## src/rtl/clk_meas_pkg.sv

```systemverilog
// ----------------------------------------------------------------------------
// clk_meas_pkg
//   Shared types and elaboration-time helpers for the clock period meter.
//   - state_e  : measurement FSM states (IDLE, ARM, MEAS)
//   - exp_cyc  : expected clk_m period expressed in clk_i cycles
//   - cw_of    : counter width able to hold 0..timeout inclusive
// ----------------------------------------------------------------------------
package clk_meas_pkg;

    typedef enum logic [1:0] {
        IDLE = 2'd0,
        ARM  = 2'd1,
        MEAS = 2'd2
    } state_e;

    // Integer division: the divider is expected to produce a period that is
    // an exact multiple of the system clock period.
    function automatic int exp_cyc(input int period, input int clkperiod);
        return period / clkperiod;
    endfunction

    function automatic int cw_of(input int timeout);
        return $clog2(timeout + 1);
    endfunction

endpackage

```

## src/rtl/clk_period_meter_if.sv

```systemverilog
// ----------------------------------------------------------------------------
// clk_period_meter_if
//   Groups the measurement inputs and result outputs of clk_period_meter.
//   Parameter CW must equal the meter's counter width.
//
//   Signals
//     en          enable for the measurement (driven by master)
//     clk_m       measured clock, asynchronous to clk_i (driven by master)
//     period_o    last reported period in clk_i cycles (driven by slave)
//     valid_o     one-cycle strobe when period_o updates
//     in_range_o  last reported period within tolerance
//     locked_o    enough consecutive in-range periods seen
//     stuck_o     clk_m produced no rising edge within the timeout
//     state_o     FSM state, debug visibility (clk_meas_pkg::state_e encoding)
//
//   Handshake: valid_o is a pure strobe with no back-pressure. It is high for
//   exactly one clk_i cycle per reported sample, period_o/in_range_o/locked_o
//   are valid in that same cycle and hold their value afterwards; a consumer
//   that is not watching during the strobe cycle misses that event only.
// ----------------------------------------------------------------------------
interface clk_period_meter_if #(
    parameter int CW = 8
);
    logic          en;
    logic          clk_m;
    logic [CW-1:0] period_o;
    logic          valid_o;
    logic          in_range_o;
    logic          locked_o;
    logic          stuck_o;
    logic [1:0]    state_o;

    modport master (
        output en,
        output clk_m,
        input  period_o,
        input  valid_o,
        input  in_range_o,
        input  locked_o,
        input  stuck_o,
        input  state_o
    );

    modport slave (
        input  en,
        input  clk_m,
        output period_o,
        output valid_o,
        output in_range_o,
        output locked_o,
        output stuck_o,
        output state_o
    );
endinterface

```

## src/rtl/sync_edge_det.sv

```systemverilog
// ----------------------------------------------------------------------------
// sync_edge_det
//   Brings an asynchronous level into the clk_i domain through two flops and
//   a third edge-history flop, producing a one-cycle pulse per rising edge.
//
//   Ports
//     clk_i   in   system clock
//     rst     in   asynchronous, active-high reset (all flops to 0)
//     d_i     in   asynchronous input level
//     rise_o  out  one-cycle pulse after a synchronised 0->1 transition
// ----------------------------------------------------------------------------
module sync_edge_det (
    input  logic clk_i,
    input  logic rst,
    input  logic d_i,
    output logic rise_o
);

    logic meta_q;
    logic sync_q;
    logic hist_q;

    always_ff @(posedge clk_i or posedge rst) begin
        if (rst) begin
            meta_q <= 1'b0;
            sync_q <= 1'b0;
            hist_q <= 1'b0;
        end else begin
            meta_q <= d_i;
            sync_q <= meta_q;
            hist_q <= sync_q;
        end
    end

    // High during the cycle after sync_q first shows the new level, so the
    // consuming logic acts on it at the third clk_i edge after clk_m rose.
    assign rise_o = sync_q & ~hist_q;

endmodule

```

## src/rtl/clk_period_meter.sv

```systemverilog
// ----------------------------------------------------------------------------
// clk_period_meter
//   Measures the period of a slow asynchronous clock clk_m in clk_i cycles and
//   flags it as in range, locked, or stuck against an expected period.
//   Intended to gate serial receivers until their bit clock is trustworthy.
//
//   Parameters
//     PERIOD     expected clk_m period, ns
//     CLKPERIOD  clk_i period, ns
//     TOL        allowed |measured - expected|, clk_i cycles
//     LOCK_CNT   consecutive in-range samples needed for locked_o
//
//   Ports
//     clk_i   in   system clock
//     rst     in   asynchronous, active-high reset
//     bus     slave modport of clk_period_meter_if:
//               en, clk_m in; period_o, valid_o, in_range_o, locked_o,
//               stuck_o, state_o out
//
//   Build option
//     CLKMEAS_AVG4_EN  when defined, four consecutive periods are summed and
//                      their truncated mean is reported once per four rises;
//                      range and lock decisions use the mean.
// ----------------------------------------------------------------------------
module clk_period_meter
    import clk_meas_pkg::*;
#(
    parameter int PERIOD    = 1020,
    parameter int CLKPERIOD = 10,
    parameter int TOL       = 2,
    parameter int LOCK_CNT  = 4
) (
    input  logic                clk_i,
    input  logic                rst,
    clk_period_meter_if.slave   bus
);

    localparam int EXP_CYC     = exp_cyc(PERIOD, CLKPERIOD);
    localparam int TIMEOUT_CYC = 2 * EXP_CYC;
    localparam int CW          = cw_of(TIMEOUT_CYC);
    localparam int LW          = $clog2(LOCK_CNT + 1);

    localparam logic [CW-1:0] EXP_V = CW'(EXP_CYC);
    localparam logic [CW-1:0] TMO_V = CW'(TIMEOUT_CYC);
    localparam logic [CW-1:0] TOL_V = CW'(TOL);
    localparam logic [LW-1:0] LCK_V = LW'(LOCK_CNT);

    localparam logic [1:0] S_IDLE = IDLE;
    localparam logic [1:0] S_ARM  = ARM;
    localparam logic [1:0] S_MEAS = MEAS;

    // ------------------------------------------------------------------
    // clk_m edge detection
    // ------------------------------------------------------------------
    logic rise;

    sync_edge_det u_sync (
        .clk_i  (clk_i),
        .rst    (rst),
        .d_i    (bus.clk_m),
        .rise_o (rise)
    );

    // ------------------------------------------------------------------
    // State
    // ------------------------------------------------------------------
    logic [1:0]    state_q,    state_d;
    logic [CW-1:0] cnt_q,      cnt_d;
    logic [CW-1:0] period_q,   period_d;
    logic          valid_q,    valid_d;
    logic          in_range_q, in_range_d;
    logic [LW-1:0] lock_q,     lock_d;
    logic          locked_q,   locked_d;
    logic          stuck_q,    stuck_d;
`ifdef CLKMEAS_AVG4_EN
    logic [CW+1:0] sum_q,      sum_d;
    logic [1:0]    phase_q,    phase_d;
    logic [CW+1:0] acc_v;
`endif

    // Combinational helpers for the sample path
    logic          take_v;
    logic [CW-1:0] sample_v;
    logic [CW-1:0] diff_v;
    logic          ok_v;
    logic          timeout;

    // A rise in the same cycle as the saturation point is still a sample.
    assign timeout = (cnt_q == TMO_V) && !rise;

    always_comb begin
        state_d    = state_q;
        cnt_d      = cnt_q;
        period_d   = period_q;
        valid_d    = 1'b0;
        in_range_d = in_range_q;
        lock_d     = lock_q;
        locked_d   = locked_q;
        stuck_d    = stuck_q;
`ifdef CLKMEAS_AVG4_EN
        sum_d      = sum_q;
        phase_d    = phase_q;
        acc_v      = sum_q + {2'b00, cnt_q};
`endif
        take_v     = 1'b0;
        sample_v   = cnt_q;
        diff_v     = '0;
        ok_v       = 1'b0;

        // Interval counter: restarts at 1 on each rise so that at the next
        // rise it holds exactly the number of cycles between the two.
        if (!bus.en || state_q == S_IDLE) begin
            cnt_d = '0;
        end else if (rise) begin
            cnt_d = CW'(1);
        end else if (cnt_q != TMO_V) begin
            cnt_d = cnt_q + CW'(1);
        end

        if (!bus.en) begin
            state_d  = S_IDLE;
            lock_d   = '0;
            locked_d = 1'b0;
`ifdef CLKMEAS_AVG4_EN
            sum_d    = '0;
            phase_d  = '0;
`endif
        end else begin
            case (state_q)
                S_IDLE: begin
                    state_d = S_ARM;
                end

                S_ARM: begin
                    // First rise only establishes a reference edge.
                    if (rise) begin
                        state_d = S_MEAS;
                        stuck_d = 1'b0;
                    end else if (timeout) begin
                        stuck_d    = 1'b1;
                        in_range_d = 1'b0;
                        lock_d     = '0;
                        locked_d   = 1'b0;
                    end
                end

                S_MEAS: begin
                    if (rise) begin
`ifdef CLKMEAS_AVG4_EN
                        if (phase_q == 2'd3) begin
                            take_v   = 1'b1;
                            sample_v = acc_v[CW+1:2];
                            sum_d    = '0;
                            phase_d  = '0;
                        end else begin
                            sum_d    = acc_v;
                            phase_d  = phase_q + 2'd1;
                        end
`else
                        take_v   = 1'b1;
                        sample_v = cnt_q;
`endif
                    end else if (timeout) begin
                        state_d    = S_ARM;
                        stuck_d    = 1'b1;
                        in_range_d = 1'b0;
                        lock_d     = '0;
                        locked_d   = 1'b0;
`ifdef CLKMEAS_AVG4_EN
                        sum_d      = '0;
                        phase_d    = '0;
`endif
                    end
                end

                default: begin
                    state_d = S_IDLE;
                end
            endcase
        end

        if (take_v) begin
            // Unsigned distance, computed in the direction that cannot wrap.
            diff_v     = (sample_v >= EXP_V) ? (sample_v - EXP_V) : (EXP_V - sample_v);
            ok_v       = (diff_v <= TOL_V);
            period_d   = sample_v;
            valid_d    = 1'b1;
            in_range_d = ok_v;
            if (ok_v) begin
                lock_d = (lock_q == LCK_V) ? lock_q : (lock_q + LW'(1));
            end else begin
                lock_d = '0;
            end
            locked_d = (lock_d == LCK_V);
        end
    end

    always_ff @(posedge clk_i or posedge rst) begin
        if (rst) begin
            state_q    <= S_IDLE;
            cnt_q      <= '0;
            period_q   <= '0;
            valid_q    <= 1'b0;
            in_range_q <= 1'b0;
            lock_q     <= '0;
            locked_q   <= 1'b0;
            stuck_q    <= 1'b0;
`ifdef CLKMEAS_AVG4_EN
            sum_q      <= '0;
            phase_q    <= '0;
`endif
        end else begin
            state_q    <= state_d;
            cnt_q      <= cnt_d;
            period_q   <= period_d;
            valid_q    <= valid_d;
            in_range_q <= in_range_d;
            lock_q     <= lock_d;
            locked_q   <= locked_d;
            stuck_q    <= stuck_d;
`ifdef CLKMEAS_AVG4_EN
            sum_q      <= sum_d;
            phase_q    <= phase_d;
`endif
        end
    end

    assign bus.period_o   = period_q;
    assign bus.valid_o    = valid_q;
    assign bus.in_range_o = in_range_q;
    assign bus.locked_o   = locked_q;
    assign bus.stuck_o    = stuck_q;
    assign bus.state_o    = state_q;

endmodule

```

## src/flat_wrapper.sv

```systemverilog
// flat-port wrapper written by rule: the top's interface ports become plain ports
module clk_period_meter_flat import clk_meas_pkg::*;
#(
    parameter int PERIOD    = 1020,
    parameter int CLKPERIOD = 10,
    parameter int TOL       = 2,
    parameter int LOCK_CNT  = 4
)
  (clk_i, rst, bus_en, bus_clk_m, bus_period_o, bus_valid_o, bus_in_range_o, bus_locked_o, bus_stuck_o, bus_state_o);
  clk_period_meter_if #(.CW(($clog2((2 * (PERIOD / CLKPERIOD)) + 1)))) bus_i ();
  input  logic clk_i;
  input  logic rst;
  input wire logic [$bits(bus_i.en)-1:0] bus_en;
  input wire logic [$bits(bus_i.clk_m)-1:0] bus_clk_m;
  output wire logic [$bits(bus_i.period_o)-1:0] bus_period_o;
  output wire logic [$bits(bus_i.valid_o)-1:0] bus_valid_o;
  output wire logic [$bits(bus_i.in_range_o)-1:0] bus_in_range_o;
  output wire logic [$bits(bus_i.locked_o)-1:0] bus_locked_o;
  output wire logic [$bits(bus_i.stuck_o)-1:0] bus_stuck_o;
  output wire logic [$bits(bus_i.state_o)-1:0] bus_state_o;
  assign bus_i.en = bus_en;
  assign bus_i.clk_m = bus_clk_m;
  assign bus_period_o = bus_i.period_o;
  assign bus_valid_o = bus_i.valid_o;
  assign bus_in_range_o = bus_i.in_range_o;
  assign bus_locked_o = bus_i.locked_o;
  assign bus_stuck_o = bus_i.stuck_o;
  assign bus_state_o = bus_i.state_o;
  clk_period_meter #(.PERIOD(PERIOD), .CLKPERIOD(CLKPERIOD), .TOL(TOL), .LOCK_CNT(LOCK_CNT)) u_core (.clk_i(clk_i), .rst(rst), .bus(bus_i));
endmodule
```

## config.mk

```make
export PLATFORM = sky130hd
export DESIGN_NAME = clk_period_meter_flat
export DESIGN_NICKNAME = d
export VERILOG_FILES = /design/src/rtl/clk_meas_pkg.sv /design/src/rtl/clk_period_meter_if.sv /design/src/rtl/sync_edge_det.sv /design/src/rtl/clk_period_meter.sv /design/src/flat_wrapper.sv
export SDC_FILE = /design/constraint.sdc
export NUM_CORES = 1
export LEC_CHECK = 0
export CAP_MARGIN = 20
export CORE_MARGIN = 3
export CORE_UTILIZATION = 50
export CTS_CLUSTER_SIZE = 12
export DETAILED_ROUTE_END_ITERATION = 8
export GPL_ROUTABILITY_DRIVEN = 0
export HOLD_SLACK_MARGIN = 0.02
export PLACE_DENSITY_LB_ADDON = 0.1
export SLEW_MARGIN = 10
export SYNTH_ARGS = -nofsm -noshare
export SYNTH_HDL_FRONTEND = slang
export SYNTH_SLANG_ARGS = --single-unit
```

## constraint.sdc

```tcl
create_clock -name clk_i -period 1.9 [get_ports clk_i]
set_input_delay 0.38 -clock clk_i [delete_from_list [all_inputs] [get_ports clk_i]]
set_output_delay 0.38 -clock clk_i [all_outputs]
set_load 0.05 [all_outputs]
```

==> flow_summary.json <==
{
  "synth_top_family_by_area": "simple AND/OR/NAND/NOR gates",
  "post_synth.cell_area_avg_sq_um": 8.99,
  "core.rowCount": 20,
  "vias": 1464,
  "hpwlAfterDp_mm": 2.76,
  "htreeDepth": 1,
  "start_util_pct": 53.3,
  "antenna_found_initial": 0,
  "dr.pass1.iters": 6,
  "crit_path_end_kind": "flip-flop",
  "worst-path-max-fanout": 7,
  "yosysMostFrequentCell": "nand2_1",
  "rsz0062_at_grt": "true",
  "synth_edf_count": 0,
  "fin_crit_ps": 1890,
  "cts-root-buf": "clkbuf_4",
  "antenna_left": 0,
  "power_density_mw_per_mm2": 721,
  "cts.path.max_buffers": 2,
  "slew-limit-headroom_pct": 65.8,
  "worstMarginPinSlew_ps": 512,
  "pwr-share-comb_pct": 36.3,
  "globalRoute.totalOverflow": 0,
  "worstSkewPairLatency_ps": 330,
  "ys_seq_area_share_pct": 42.4,
  "ys_types": 46,
  "ios": 18,
  "setup_viol": 0,
  "ys.flop_type": "dfrtp_1",
  "die_h_um": 63.5,
  "crit_arrival_ps": 2120,
  "synthCells": 184,
  "status": "finished, violations left",
  "io_buffer_count": 17,
  "critical_path_class": "flip-flop to flip-flop",
  "synth_mux_area_share_pct": 0,
  "final_area_sq_mm": 0.00214,
  "yosys-top-cells-count": "29 x nand2_1, 28 x dfrtp_1, 17 x a21oi_1",
  "max_freq_ghz": 0.530,
  "drt_iter0_drc": 95,
  "path_clk_slew_ps": 150,
  "drc": 1,
  "placed_area_sq_mm": 0.00197,
  "cts_made_buffers": 3,
  "maxSlewViolCount": 0,
  "dpl.cell_count": 256,
  "layout-drive-gt1-share_pct": 24.9,
  "synth_fa_ha_area_share_pct": 8.32,
  "clkPwrFrac_pct": 19.1,
  "synth.top_cell.area_share_pct": 42.4,
  "post-route-period-util_pct": 99.3,
  "grt_max_degree": 16,
  "total_power_mw": 1.54,
  "cts_tree": "done",
  "internal-power_uw": 986,
  "finalNonFillerCells": 265,
  "fin_util_pct": 68.9,
  "switching_power_uw": 556,
  "final.setup_skew_ps": 5.90,
  "drt_wl_total_mm": 3.78,
  "finalHoldViolCount": 0,
  "min_path_type": "input port to asynchronous set/reset pin",
  "die_w_um": 63.5,
  "synth_top_area_cell": "dfrtp_1",
  "yosys_warnings": 0,
  "grt_pass1_wl_mm": 6.33,
  "p_sw_share_pct": 36.1,
  "clock-sinks": 28,
  "violations": "DRC",
  "syn-cell-area_sq_mm": 0.00165,
  "grt.total_usage_pct": 19.4,
  "grt_pass1_vias": 1414,
  "die-area_sq_mm": 0.00403,
  "max_cap_viol_count": 0,
  "synth-seq-cells": 28,
  "synth_xor_area_share_pct": 2.12,
  "cellLeakagePower_nw": 1.05,
  "synth_nets": 199,
  "final.setup.tns_ps": 0,
  "synth_compound_area_share_pct": 18.8,
  "n_antenna_cell": 0,
  "vdd_drop_max_uv": 480,
  "worstPathRequired_ps": 2140,
  "nNetsFinal": 237,
  "avgRoutedWirePerCell_um": 14.3,
  "area_delta_synth_final_pct": 29.3,
  "synth_simple_gate_area_share_pct": 23.2,
  "cp-start-kind": "flip-flop",
  "pre_cts_ws_ps": -5.07,
  "synth_area_leaders": "dfrtp_1 42%, ha_1 8.3%, nand2_1 6.6%",
  "core-area_sq_mm": 0.00310,
  "setup_slack_ps": 13.7,
  "async_reset_ff_share_pct": 100,
  "p_seq_share_pct": 44.7,
  "worst_hold_slack_ps": 312,
  "avgViaCountPerCell": 5.52
}
[kinds of logic after synthesis]
group,Yosys count
and+or+nand+nor,76
AOI/OAI and AO/OA,47
DFF,28
buffers and inverters,18
adders and majority gates,11
xor gates and xnor gates,4
[repair_timing]
action / CTS / global route
cloned: 0 / 0
pin swaps: 1 / 8
setup buffers: 1 / 4
hold buffers: 0 / 0
endpoints found under the setup margin: 10 / 15
gates resized for setup: 8 / 22
[per-layer routing]
metal / vias up / global-route usage, % / wire length, um
met3: 10 / 1.78 / 85
met5: - / 0 / 0
met2: 27 / 32.5 / 1890
met4: 0 / 7.55 / 71
met1: 709 / 25.6 / 1730
li1: 718 / - / -
[flip-flops by register name (all words and copies together), names as in the netlist, 2 cells and up]
signal               count
u_core.bus.period_o      8
u_core.cnt_q             8
u_core.lock_q            3
u_core.bus.state_o       2
[power by group through the flow]
stage | clock network [mW] | registers, mW | logic [mW]
2_1_floorplan | 0 | 0.787 | 0.223
4_1_cts | 0.299 | 0.679 | 0.486
6_report | 0.294 | 0.689 | 0.560
3_5_place_dp | 0 | 0.691 | 0.487
3_3_place_gp | 0 | 0.684 | 0.471
5_1_grt | 0.334 | 0.697 | 0.616
[worst paths after layout]
kind,slack (ps),start,endpoint,depth (start not counted)
worst max-delay path,10,u_core.cnt_q[1]$_DFFE_PP0P_,u_core.lock_q[0]$_DFFE_PP0P_,7
worst min-delay path,310,rst,u_core.lock_q[0]$_DFFE_PP0P_,2
worst max register to register,10,u_core.cnt_q[1]$_DFFE_PP0P_,u_core.lock_q[0]$_DFFE_PP0P_,7
worst min register to register,380,u_core.u_sync.meta_q$_DFF_PP0_,u_core.u_sync.sync_q$_DFF_PP0_,0
max in group asynchronous,1090,rst,u_core.cnt_q[2]$_DFFE_PP0P_,3
min in group clk_i,380,u_core.u_sync.meta_q$_DFF_PP0_,u_core.u_sync.sync_q$_DFF_PP0_,0
[critical path, cell delays in order (launching register included)]
cell,delay (ps)
dfrtp_2,520
ha_4,220
nor2b_1,140
o2111ai_1,170
o311ai_1,120
nand4_1,190
a21oi_4,100
a221o_1,320
[cell type report]
class / count / area [sq um]
tap: 44 / 55.1
timing repair buffer: 41 / 355
multi-input combinational: 138 / 950
sequential: 28 / 704
fill: 262 / 965
clock buffer: 4 / 36.3
inverter: 10 / 37.5
[placed cells by master, fill, tap and decap left out, types with 2 or more instances in the layout]
master	n
a21oi_1	16
a21oi_4	2
a22o_1	2
buf_4	26
clkbuf_4	3
clkdlybuf4s50_1	3
dfrtp_1	25
dfrtp_2	3
dlygate4sd2_1	5
dlymetal6s2s_1	6
ha_1	7
ha_4	3
inv_1	7
inv_2	3
nand2_1	28
nand2_2	2
nand2b_1	3
nand3_1	9
nand3b_1	2
nand4_1	4
nor2_1	9
nor2b_1	4
nor3_1	4
nor4_1	2
o21ai_0	7
o21ai_1	3
o21ai_2	2
o31ai_1	2
or3_1	2
xor2_1	2
No activity file was read; power rests on OpenSTA's default activity.
